<file path="src/rtl/step_pkg.sv">
// Shared stepper definitions: half-step pattern table, pattern lookup and
// decoder state encoding. The stepper driver uses the same table.
package step_pkg;

   localparam logic [1:0] ST_IDLE  = 2'd0;
   localparam logic [1:0] ST_TRACK = 2'd1;
   localparam logic [1:0] ST_FAULT = 2'd2;

   // Half-step sequence, index 0 in the least significant nibble.
   localparam logic [31:0] PATTERN_TABLE = {
      4'b1001, 4'b1000, 4'b1100, 4'b0100,
      4'b0110, 4'b0010, 4'b0011, 4'b0001
   };

   typedef struct packed {
      logic       legal;
      logic [2:0] idx;
   } phase_idx_t;

   function automatic logic [3:0] pattern_of(input logic [2:0] idx);
      return PATTERN_TABLE[{idx, 2'b00} +: 4];
   endfunction

   // Reverse lookup; legal stays low for 0000 and for any off-table pattern.
   function automatic phase_idx_t pattern_to_index(input logic [3:0] pattern);
      phase_idx_t r;
      r.legal = 1'b0;
      r.idx   = 3'd0;
      for (int i = 0; i < 8; i++) begin
         if (pattern_of(3'(i)) == pattern) begin
            r.legal = 1'b1;
            r.idx   = 3'(i);
         end
      end
      return r;
   endfunction

endpackage

</file>
<file path="src/rtl/phase_filter.sv">
// Two-flop synchroniser followed by a stability filter: the filtered pattern
// takes a new value only after it has been seen for FilterLen clocks in a row.
module phase_filter #(
   parameter logic [7:0] FilterLen = 8'd16
) (
   input  logic       clk,
   input  logic       rst,
   input  logic [3:0] phase_raw,
   output logic [3:0] pattern,
   output logic       change
);

   logic [3:0] sync_a;
   logic [3:0] sync_b;
   logic [3:0] cand;
   logic [7:0] count;

   // Bring the asynchronous winding lines into the clk domain.
   always_ff @(posedge clk or negedge rst) begin
      if (!rst) begin
         sync_a <= 4'b0000;
         sync_b <= 4'b0000;
      end else begin
         sync_a <= phase_raw;
         sync_b <= sync_a;
      end
   end

   // Count consecutive sightings of a candidate pattern; any different
   // value restarts the count, so short glitches never reach the output.
   always_ff @(posedge clk or negedge rst) begin
      if (!rst) begin
         cand    <= 4'b0000;
         count   <= 8'd0;
         pattern <= 4'b0000;
         change  <= 1'b0;
      end else begin
         change <= 1'b0;
         if (sync_b == pattern) begin
            cand  <= sync_b;
            count <= 8'd0;
         end else if (sync_b != cand) begin
            cand <= sync_b;
            if (FilterLen == 8'd1) begin
               pattern <= sync_b;
               change  <= 1'b1;
               count   <= 8'd0;
            end else begin
               count <= 8'd1;
            end
         end else if (count >= FilterLen - 8'd1) begin
            pattern <= sync_b;
            change  <= 1'b1;
            count   <= 8'd0;
         end else begin
            count <= count + 8'd1;
         end
      end
   end

endmodule

</file>
<file path="src/rtl/step_decode.sv">
// Half-step stepper phase decoder: tracks position, direction and step
// period from filtered winding patterns.
//
// state    | meaning
// ---------+------------------------------------------------------------
// ST_IDLE  | windings off or just cleared; waits for a legal pattern
// ST_TRACK | locked to a table index, counting +/-1 steps
// ST_FAULT | illegal pattern or skipped step seen; waits for ClearErr
module step_decode
   import step_pkg::*;
#(
   parameter logic [7:0]  FilterLen     = 8'd16,
   parameter logic [23:0] TimeoutCycles = 24'd1000000
) (
   input  logic               clk,
   input  logic               rst,
   input  logic [3:0]         PhaseIn,
   input  logic               ClearErr,
   output logic signed [15:0] Position,
   output logic               StepPulse,
   output logic               DirOut,
   output logic [23:0]        StepPeriod,
   output logic               Stalled,
   output logic               Error,
   output logic               Tracking
);

   logic [3:0]  filt;
   logic        filt_change;
   logic [1:0]  state,      state_nxt;
   logic [2:0]  idx,        idx_nxt;
   logic [23:0] period_cnt, cnt_nxt;
   logic signed [15:0] pos_nxt;
   logic        dir_nxt;
   logic        step_nxt;
   logic [23:0] period_nxt;
   logic [2:0]  delta;
   phase_idx_t  lookup;

   phase_filter #(.FilterLen(FilterLen)) u_filter (
      .clk       (clk),
      .rst       (rst),
      .phase_raw (PhaseIn),
      .pattern   (filt),
      .change    (filt_change)
   );

   assign Tracking = (state == ST_TRACK);
   assign Error    = (state == ST_FAULT);

   // Next-state and step decision from the filtered pattern.
   always_comb begin
      state_nxt  = state;
      idx_nxt    = idx;
      pos_nxt    = Position;
      dir_nxt    = DirOut;
      step_nxt   = 1'b0;
      period_nxt = StepPeriod;
      cnt_nxt    = (period_cnt == 24'hFFFFFF) ? period_cnt : period_cnt + 24'd1;
      lookup     = pattern_to_index(filt);
      delta      = lookup.idx - idx;
      case (state)
         ST_IDLE: begin
            if (filt != 4'b0000) begin
               if (lookup.legal) begin
                  state_nxt = ST_TRACK;
                  idx_nxt   = lookup.idx;
                  cnt_nxt   = 24'd1;
               end else begin
                  state_nxt = ST_FAULT;
               end
            end
         end
         ST_TRACK: begin
            if (filt_change) begin
               if (filt == 4'b0000) begin
                  state_nxt = ST_IDLE;
               end else if (lookup.legal && (delta == 3'd1 || delta == 3'd7)) begin
                  step_nxt   = 1'b1;
                  idx_nxt    = lookup.idx;
                  dir_nxt    = (delta == 3'd1);
                  pos_nxt    = (delta == 3'd1) ? Position + 16'sd1 : Position - 16'sd1;
                  period_nxt = period_cnt;
                  cnt_nxt    = 24'd1;
               end else begin
                  state_nxt = ST_FAULT;
               end
            end
         end
         ST_FAULT: begin
            if (ClearErr) state_nxt = ST_IDLE;
         end
         default: state_nxt = ST_IDLE;
      endcase
   end

   // Register state and outputs; Stalled is evaluated on the values being
   // loaded so it drops on the same clock as the step that ends the stall.
   always_ff @(posedge clk or negedge rst) begin
      if (!rst) begin
         state      <= ST_IDLE;
         idx        <= 3'd0;
         period_cnt <= 24'd0;
         Position   <= 16'sd0;
         StepPulse  <= 1'b0;
         DirOut     <= 1'b1;
         StepPeriod <= 24'd0;
         Stalled    <= 1'b0;
      end else begin
         state      <= state_nxt;
         idx        <= idx_nxt;
         period_cnt <= cnt_nxt;
         Position   <= pos_nxt;
         StepPulse  <= step_nxt;
         DirOut     <= dir_nxt;
         StepPeriod <= period_nxt;
         Stalled    <= (state_nxt == ST_TRACK) && (cnt_nxt >= TimeoutCycles);
      end
   end

endmodule

</file>
<file path="config.mk">
export PLATFORM = sky130hd
export DESIGN_NAME = step_decode
export DESIGN_NICKNAME = d
export VERILOG_FILES = /design/src/rtl/step_pkg.sv /design/src/rtl/phase_filter.sv /design/src/rtl/step_decode.sv
export SDC_FILE = /design/constraint.sdc
export NUM_CORES = 1
export LEC_CHECK = 0
export CORE_MARGIN = 4
export CORE_UTILIZATION = 57
export DETAILED_ROUTE_END_ITERATION = 10
export HOLD_SLACK_MARGIN = 0.05
export PLACE_DENSITY_LB_ADDON = 0.25
export SYNTH_ARGS = -nofsm -noshare
export SYNTH_HDL_FRONTEND = slang
export SYNTH_SLANG_ARGS = --single-unit
</file>
<file path="constraint.sdc">
create_clock -name clk -period 5.5 [get_ports clk]
set_input_delay 0.55 -clock clk [delete_from_list [all_inputs] [get_ports clk]]
set_output_delay 0.55 -clock clk [all_outputs]
set_load 0.01 [all_outputs]
</file>
### Word level (Yosys, flattened, before mapping)

Index checks and enable logic that the tools add are counted.

| storage, ports and cells | value |
|---|---|
| register bits after elaboration | 97 |
| logic and storage cells | 97 |
| bits of input ports | 7 |
| output and inout port bits | 45 |

| cells by class | value |
|---|---|
| reduce and logical (&&, ||, !) cells | 11 |
| bitwise gates (word level) | 3 |
| mux-type cells | 41 |
| order comparisons | 2 |
| equality and inequality tests | 21 |
| add/sub/neg operators | 5 |

Operators by type and width:

| operator | count |
|---|---|
| 24-bit 2-to-1 mux | 6 |
| 24-bit case mux with 2 select lines | 1 |
| 4-bit 2-to-1 mux | 10 |
| 24-bit by 1-bit adder with 24-bit output, second input constant | 1 |
| 24-bit == test, second input constant | 1 |
| 24-bit by 20-bit greater-or-equal comparator with 1-bit output, second input constant | 1 |
| 8-bit 2-to-1 mux | 3 |
| 16-bit by 2-bit adder with 16-bit output, second input constant | 1 |
| 16-bit 2-to-1 mux | 1 |
| 16-bit by 2-bit subtractor with 16-bit output, second input constant | 1 |
| 3-bit 2-to-1 mux | 5 |
| 4-bit == test, first input constant | 3 |
| 2-bit 2-to-1 mux | 6 |
| 8-bit by 1-bit adder with 8-bit output, second input constant | 1 |
| 2-bit by 4-bit == test with 1-bit output, first input constant | 2 |
| 3-bit by 4-bit == test with 1-bit output, first input constant | 2 |
| 8-bit by 4-bit greater-or-equal comparator with 1-bit output, second input constant | 1 |
| 1-bit 2-to-1 mux | 7 |
| 2-bit inequality test, second input constant | 3 |
| 2-bit case mux with 3 select lines | 1 |
| 3-bit case mux with 2 select lines | 1 |
| 6-bit AND reduction | 1 |
| 1-bit by 4-bit == test with 1-bit output, first input constant | 1 |
| 2-bit by 1-bit == test with 1-bit output, second input constant | 2 |
| other kinds (16) | 21 |

### Depth between registers and ports, before layout

| depth | value |
|---|---|
| word-level depth | 19 |
| depth in mapped cells | 18 |
| depth with buffers taken out | 17 |

### By module

A second synthesis with hierarchy kept.

| second synthesis, totals | value |
|---|---|
| cell total of the unflattened synthesis | 466 |
| area total of the unflattened synthesis | 4,959.8 µm² |

Modules (own cells, without submodules):

| module | cells an instance | area each (µm²) | times used | seq. area each (µm²) |
|---|---|---|---|---|
| step_decode | 406 | 4,070.2 | 1 | 1,803.0 |
| phase_filter | 60 | 889.6 | 1 | 625.6 |

### Worst setup path before layout

Ideal clock, no wire load.

| timing | value |
|---|---|
| path type | reg-to-reg |
| start point | reg u_filter.pattern[3] |
| end point | reg Position[14] |
| buffers on the path | 1 |
| period minus slack after synthesis | 4.276 ns |
| data arrival time | 4.142 ns |
| library setup time | 0.133 ns |
| data required time | 5.367 ns |
| cell stages (with the launch flop) | 18 |
| slack | 1.224 ns |
| cells stage by stage | dfrtp_1 clkbuf_1 and2_1 or4_1 ha_1 inv_1 fa_1 nor2_1 nand2_1 fa_1 a21o_1 a21oi_1 o211a_1 o311ai_0 a31o_2 a21oi_1 xor2_1 o21ai_0 |

| between the ends | value |
|---|---|
| cells in the longest elaborated chain, start to end | 13 |
| elaborated cells on any way between the ends | 25 |
| classes of those cells | add/sub (1); eq/ne (10); mux (9); bitwise (1); reduce/logical (4) |

Ends and longest elaborated chain:

| what | line | text |
|---|---|---|
| start: declaration | phase_filter.sv:9 | `output logic [3:0] pattern,` |
| start signal: assignment | phase_filter.sv:45 | `pattern <= sync_b;` |
| start signal: assignment | phase_filter.sv:52 | `pattern <= sync_b;` |
| 2-bit by 4-bit == test with 1-bit output | step_pkg.sv:30 | `if (pattern_of(3'(i)) == pattern) begin` |
| 4-bit 2-to-1 mux (7 in series) | step_pkg.sv:30 |  |
| 3-bit subtractor | step_decode.sv:61 | `delta = lookup.idx - idx;` |
| 3-bit by 1-bit == test with 1-bit output or 3-bit == test (tied branches) | step_decode.sv:78, step_decode.sv:82 |  |
| 1-bit logical OR | step_decode.sv:78 | `end else if (lookup.legal && (delta == 3'd1 \|\| delta == 3'd7)) begin` |
| 1-bit logical AND | step_decode.sv:78 |  |
| 4-bit AND reduction (no line) | n/a |  |
| end signal: assignment | step_decode.sv:113 | `Position <= pos_nxt;` |
| end: declaration | step_decode.sv:19 | `output logic signed [15:0] Position,` |

Parallel ways exist; a longest one is shown, timed or not.
A chain may end at the register's enable or synchronous reset.

### Worst setup path in the final report

| timing | value |
|---|---|
| start point | reg u_filter.pattern[1] |
| end point | reg Position[14] |

Same word-level chain as after synthesis.

==> impl_results.md <==
- Average wire per standard cell: 14.4 µm
- Vias: 3686
- Status: finished, final reports clean
- R2r setup slk: 0.86 ns
- Vias/cell: 5.50
- Die Span Y: 101 µm
- Clk_skew: 0.0102 ns
- Cell family with most CP delay: compound AO/OA/AOI/OAI gates
- Cts hold-fix bufs: 0
- Largest net degree at the start of global routing: 72
- Internal power: 1.86 mW
- Seq/Total Area, Yosys: 49.5%
- Sw frac: 41.3%
- Critical Path End Type: flop
- Post-CTS sizing: 0
- VDD IR max: 0.000253 V
- Critical path startpoint category: flop
- Nets: 586
- Max incr delay on CP: 0.58 ns
- Max-Slew Margin vs Limit: 41.7%
- Min cycle time layout: 4.64 ns
- All-Layer GR Usage: 20.6%
- Share of layout cells above drive strength 1: 6.37%
- Vias in the first global route: 3637
- Core ar.: 8300 µm²
- Synthesized instance count: 514
- Total CTS buffers: 9
- Initial antenna violation count: 0
- TritonRoute pass-1 iters: 5
- Critical path, cell by cell: and2_1, or4_1, ha_1, inv_1, fa_1, nor2_1, nand2_1, fa_1, a21o_1, a21oi_1, o211a_1, o311ai_0, a31o_2, a21oi_1, xor2_1, o21ai_0
- IO Port Bufs: 51
- Detailed Route WL: 9630 µm
- Setup Fix Bufs, Post-CTS: 0
- Worst-skew pair later-pin latency: 0.37 ns
- H-tree depth: 3
- Max-cap viol count: 0
- RSZ-0062 raised after global routing: no
- Cells after DPL: 654
- DRC Markers: 0
- P_leak: 2.66 nW
- Clock Sinks: 97
- Setup ws final: 0.858 ns
- WS Path Type: flop to flop
- Avg Cell Area, Syn: 9.54 µm²
- Pwr dens: 559 nW/µm²
- Async set-reset flop share out of synthesis: 100%
- Die width: 101 µm
- Initial DRC Count: 204
- Pre-CTS WS: 0.824 ns
- R2R Path Start: u_filter.pattern[1]$_DFFE_PN0P_
- Worst setup path end: Position[14]$_DFFE_PN0P_
- Worst hold path class: input port to asynchronous set/reset pin
- Crit path from: u_filter.pattern[1]$_DFFE_PN0P_
- Yosys warnings: 0
- Fin crit share: 84.4%
- Most common cell after layout, fill and taps aside: nand2_1
- WP data required: 5.75 ns
- Final number of hold-violating endpoints: 0
- Routed Antenna Nets: 0
- Cell Count, Final, Fillers Out: 670
- GP Congestion: 0.842
- Total gr overflow: 0
- Placed standard-cell area: 5480 µm²
- Ports: 52
- Die area: 10100 µm²
- Slowest CP cell: fa_1
- TNS Setup: 0 ns
- Combinational share of power: 55.3%
- Main synth FF type: dfrtp_1
- Starting density of the core: 59.1%
- Fmax: 215 MHz
- #FFs+latches synth: 97
- Global-route wire length before repair: 16800 µm
- Sequential power share: 30.2%
- Most frequent cells in the layout: 118 x nand2_1, 96 x dfrtp_1, 50 x clkdlybuf4s50_1
- Worst Path Buf+Inv: 1
- Ant diodes: 0
- Tightest Pin Transition: 0.875 ns
- Syn-to-layout area delta: 15.7%
- Worst-case clock buffer depth: 2
- TritonCTS clock tree: yes
- Num rows: 33
- Final HPWL DP: 6900 µm
- EDFF count, synth: 0
- Clock Power Share: 14.4%
- Mapped Area: 4900 µm²
- Worst Reg-to-Reg Cells: 16
- Clock-pin slew on the worst setup and hold paths: 0.10 ns
- Utilization after layout: 68.4%
- WP data arrival: 4.89 ns
- Sw power: 1.31 mW
- Clk root buf: clkbuf_8
- Levels on crit path: 16
- Crit Path Max Fanout: 17
- Netlist cell types: 58
- Max-slew violations: 0
- RR Endpoint: Position[14]$_DFFE_PN0P_
- Final instance area: 5670 µm²
- Final Setup Violations: 0
[how the worst min path moves through the flow]
stage | startpoint | endpoint | slack, ns | cells after the start
6_report | rst | Position[4]$_DFFE_PN0P_ | 0.07 | 1
4_1_cts | rst | Position[5]$_DFFE_PN0P_ | 0.07 | 1
3_5_place_dp | u_filter.sync_a[3]$_DFF_PN0_ | u_filter.sync_b[3]$_DFF_PN0_ | 0.34 | 0
2_1_floorplan | rst | Position[0]$_DFFE_PN0P_ | 0.25 | 0
5_1_grt | rst | Position[6]$_DFFE_PN0P_ | 0.08 | 1
3_3_place_gp | u_filter.sync_a[0]$_DFF_PN0_ | u_filter.sync_b[0]$_DFF_PN0_ | 0.33 | 0
[layout make-up]
type                    instances  area, µm²
clock buffers                   9        124
clock inverters                 7       68.8
fillers                       653       2630
inverters                      10       37.5
multi-input cells             387       2340
flip-flops and latches         97       2430
well taps                     105        131
repair buffers                 55        538
[logic make-up (layout without fill, tap and decap cells)]
kind of cell / count (synthesis) / count (layout) / synth area share (%)
AOI/OAI and AO/OA: 74 / 74 / 10.3
adders and majority gates: 19 / 19 / 5.16
buffers and inverters: 33 / 81 / 2.86
DFF: 97 / 97 / 49.5
muxes: 5 / 5 / 1.07
xor gates and xnor gates: 48 / 48 / 8.86
other: 1 / 4 / 0.0765
and+or+nand+nor: 237 / 237 / 22.2
[power groups by stage]
stage / Clock (mW) / Combinational, mW / Sequential, mW
after floorplan: 0 / 1.34 / 0.961
after global placement: 0 / 1.69 / 0.963
after detailed placement: 0 / 1.75 / 0.973
after CTS: 0.472 / 1.76 / 0.959
after global routing: 0.500 / 1.99 / 0.981
final: 0.458 / 1.76 / 0.958
[cells in the mapped netlist, types with 2 or more instances]
library cell	instances	area, µm²
nand4_2	2	25.0
nor2b_1	4	25.0
ha_1	17	213
mux2_2	2	22.5
a21oi_1	13	65.1
xnor2_1	18	158
nand3_1	19	95.1
nand2b_1	3	18.8
inv_1	10	37.5
and3_1	6	37.5
nand2_1	118	443
clkbuf_1	13	48.8
and4_1	3	26.3
and2_1	7	43.8
o31ai_1	4	30.0
or2_2	3	18.8
fa_1	2	40.0
nor2_1	44	165
nor3_1	10	50.1
a21o_1	6	45.0
nor4_1	5	31.3
buf_1	2	7.51
dfrtp_1	96	2400
a211oi_1	5	37.5
o21a_1	2	15.0
o21ai_0	23	115
or4_1	3	22.5
buf_2	7	35.0
mux2i_1	3	30.0
a31o_2	2	17.5
o21bai_1	2	15.0
or3_1	3	18.8
a31oi_1	4	25.0
xor2_1	29	254
[sequential cells by signal (all words and copies together), names as in the netlist]
signal and count:
DirOut 1, Position 16, Stalled 1, StepPeriod 24, StepPulse 1, idx 3
period_cnt 24, state 2, u_filter.cand 4, u_filter.change 1, u_filter.count 8, u_filter.pattern 4
u_filter.sync_a 4, u_filter.sync_b 4
[per-stage QoR]
step | hold WS [ns] | power, mW
after floorplan | 0.254 | 2.30
final | 0.0672 | 3.17
after global routing | 0.0797 | 3.47
after detailed placement | 0.340 | 2.72
after CTS | 0.0681 | 3.19
after global placement | 0.334 | 2.66
[worst register-to-register path, cell delays in order, from the launching register on]
cell      delay (ns)
dfrtp_1         0.47
and2_1          0.20
or4_1           0.54
ha_1            0.20
inv_1           0.06
fa_1            0.43
nor2_1          0.11
nand2_1         0.38
fa_1            0.58
a21o_1          0.17
a21oi_1         0.25
o211a_1         0.24
o311ai_0        0.19
a31o_2          0.29
a21oi_1         0.17
xor2_1          0.15
o21ai_0         0.08
[routing by layer]
| layer | vias up | share of wire (%) | wire [µm] | track usage [%] |
|---|---|---|---|---|
| met2 | 76 | 49 | 4670 | 33.4 |
| met1 | 1772 | 46 | 4410 | 27.6 |
| li1 | 1829 | - | - | - |
| met3 | 9 | 4.8 | 462 | 4.64 |
| met4 | 0 | 0.88 | 85 | 6.53 |
| met5 | - | 0 | 0 | 0 |
No activity file was read; power rests on OpenSTA's default activity.
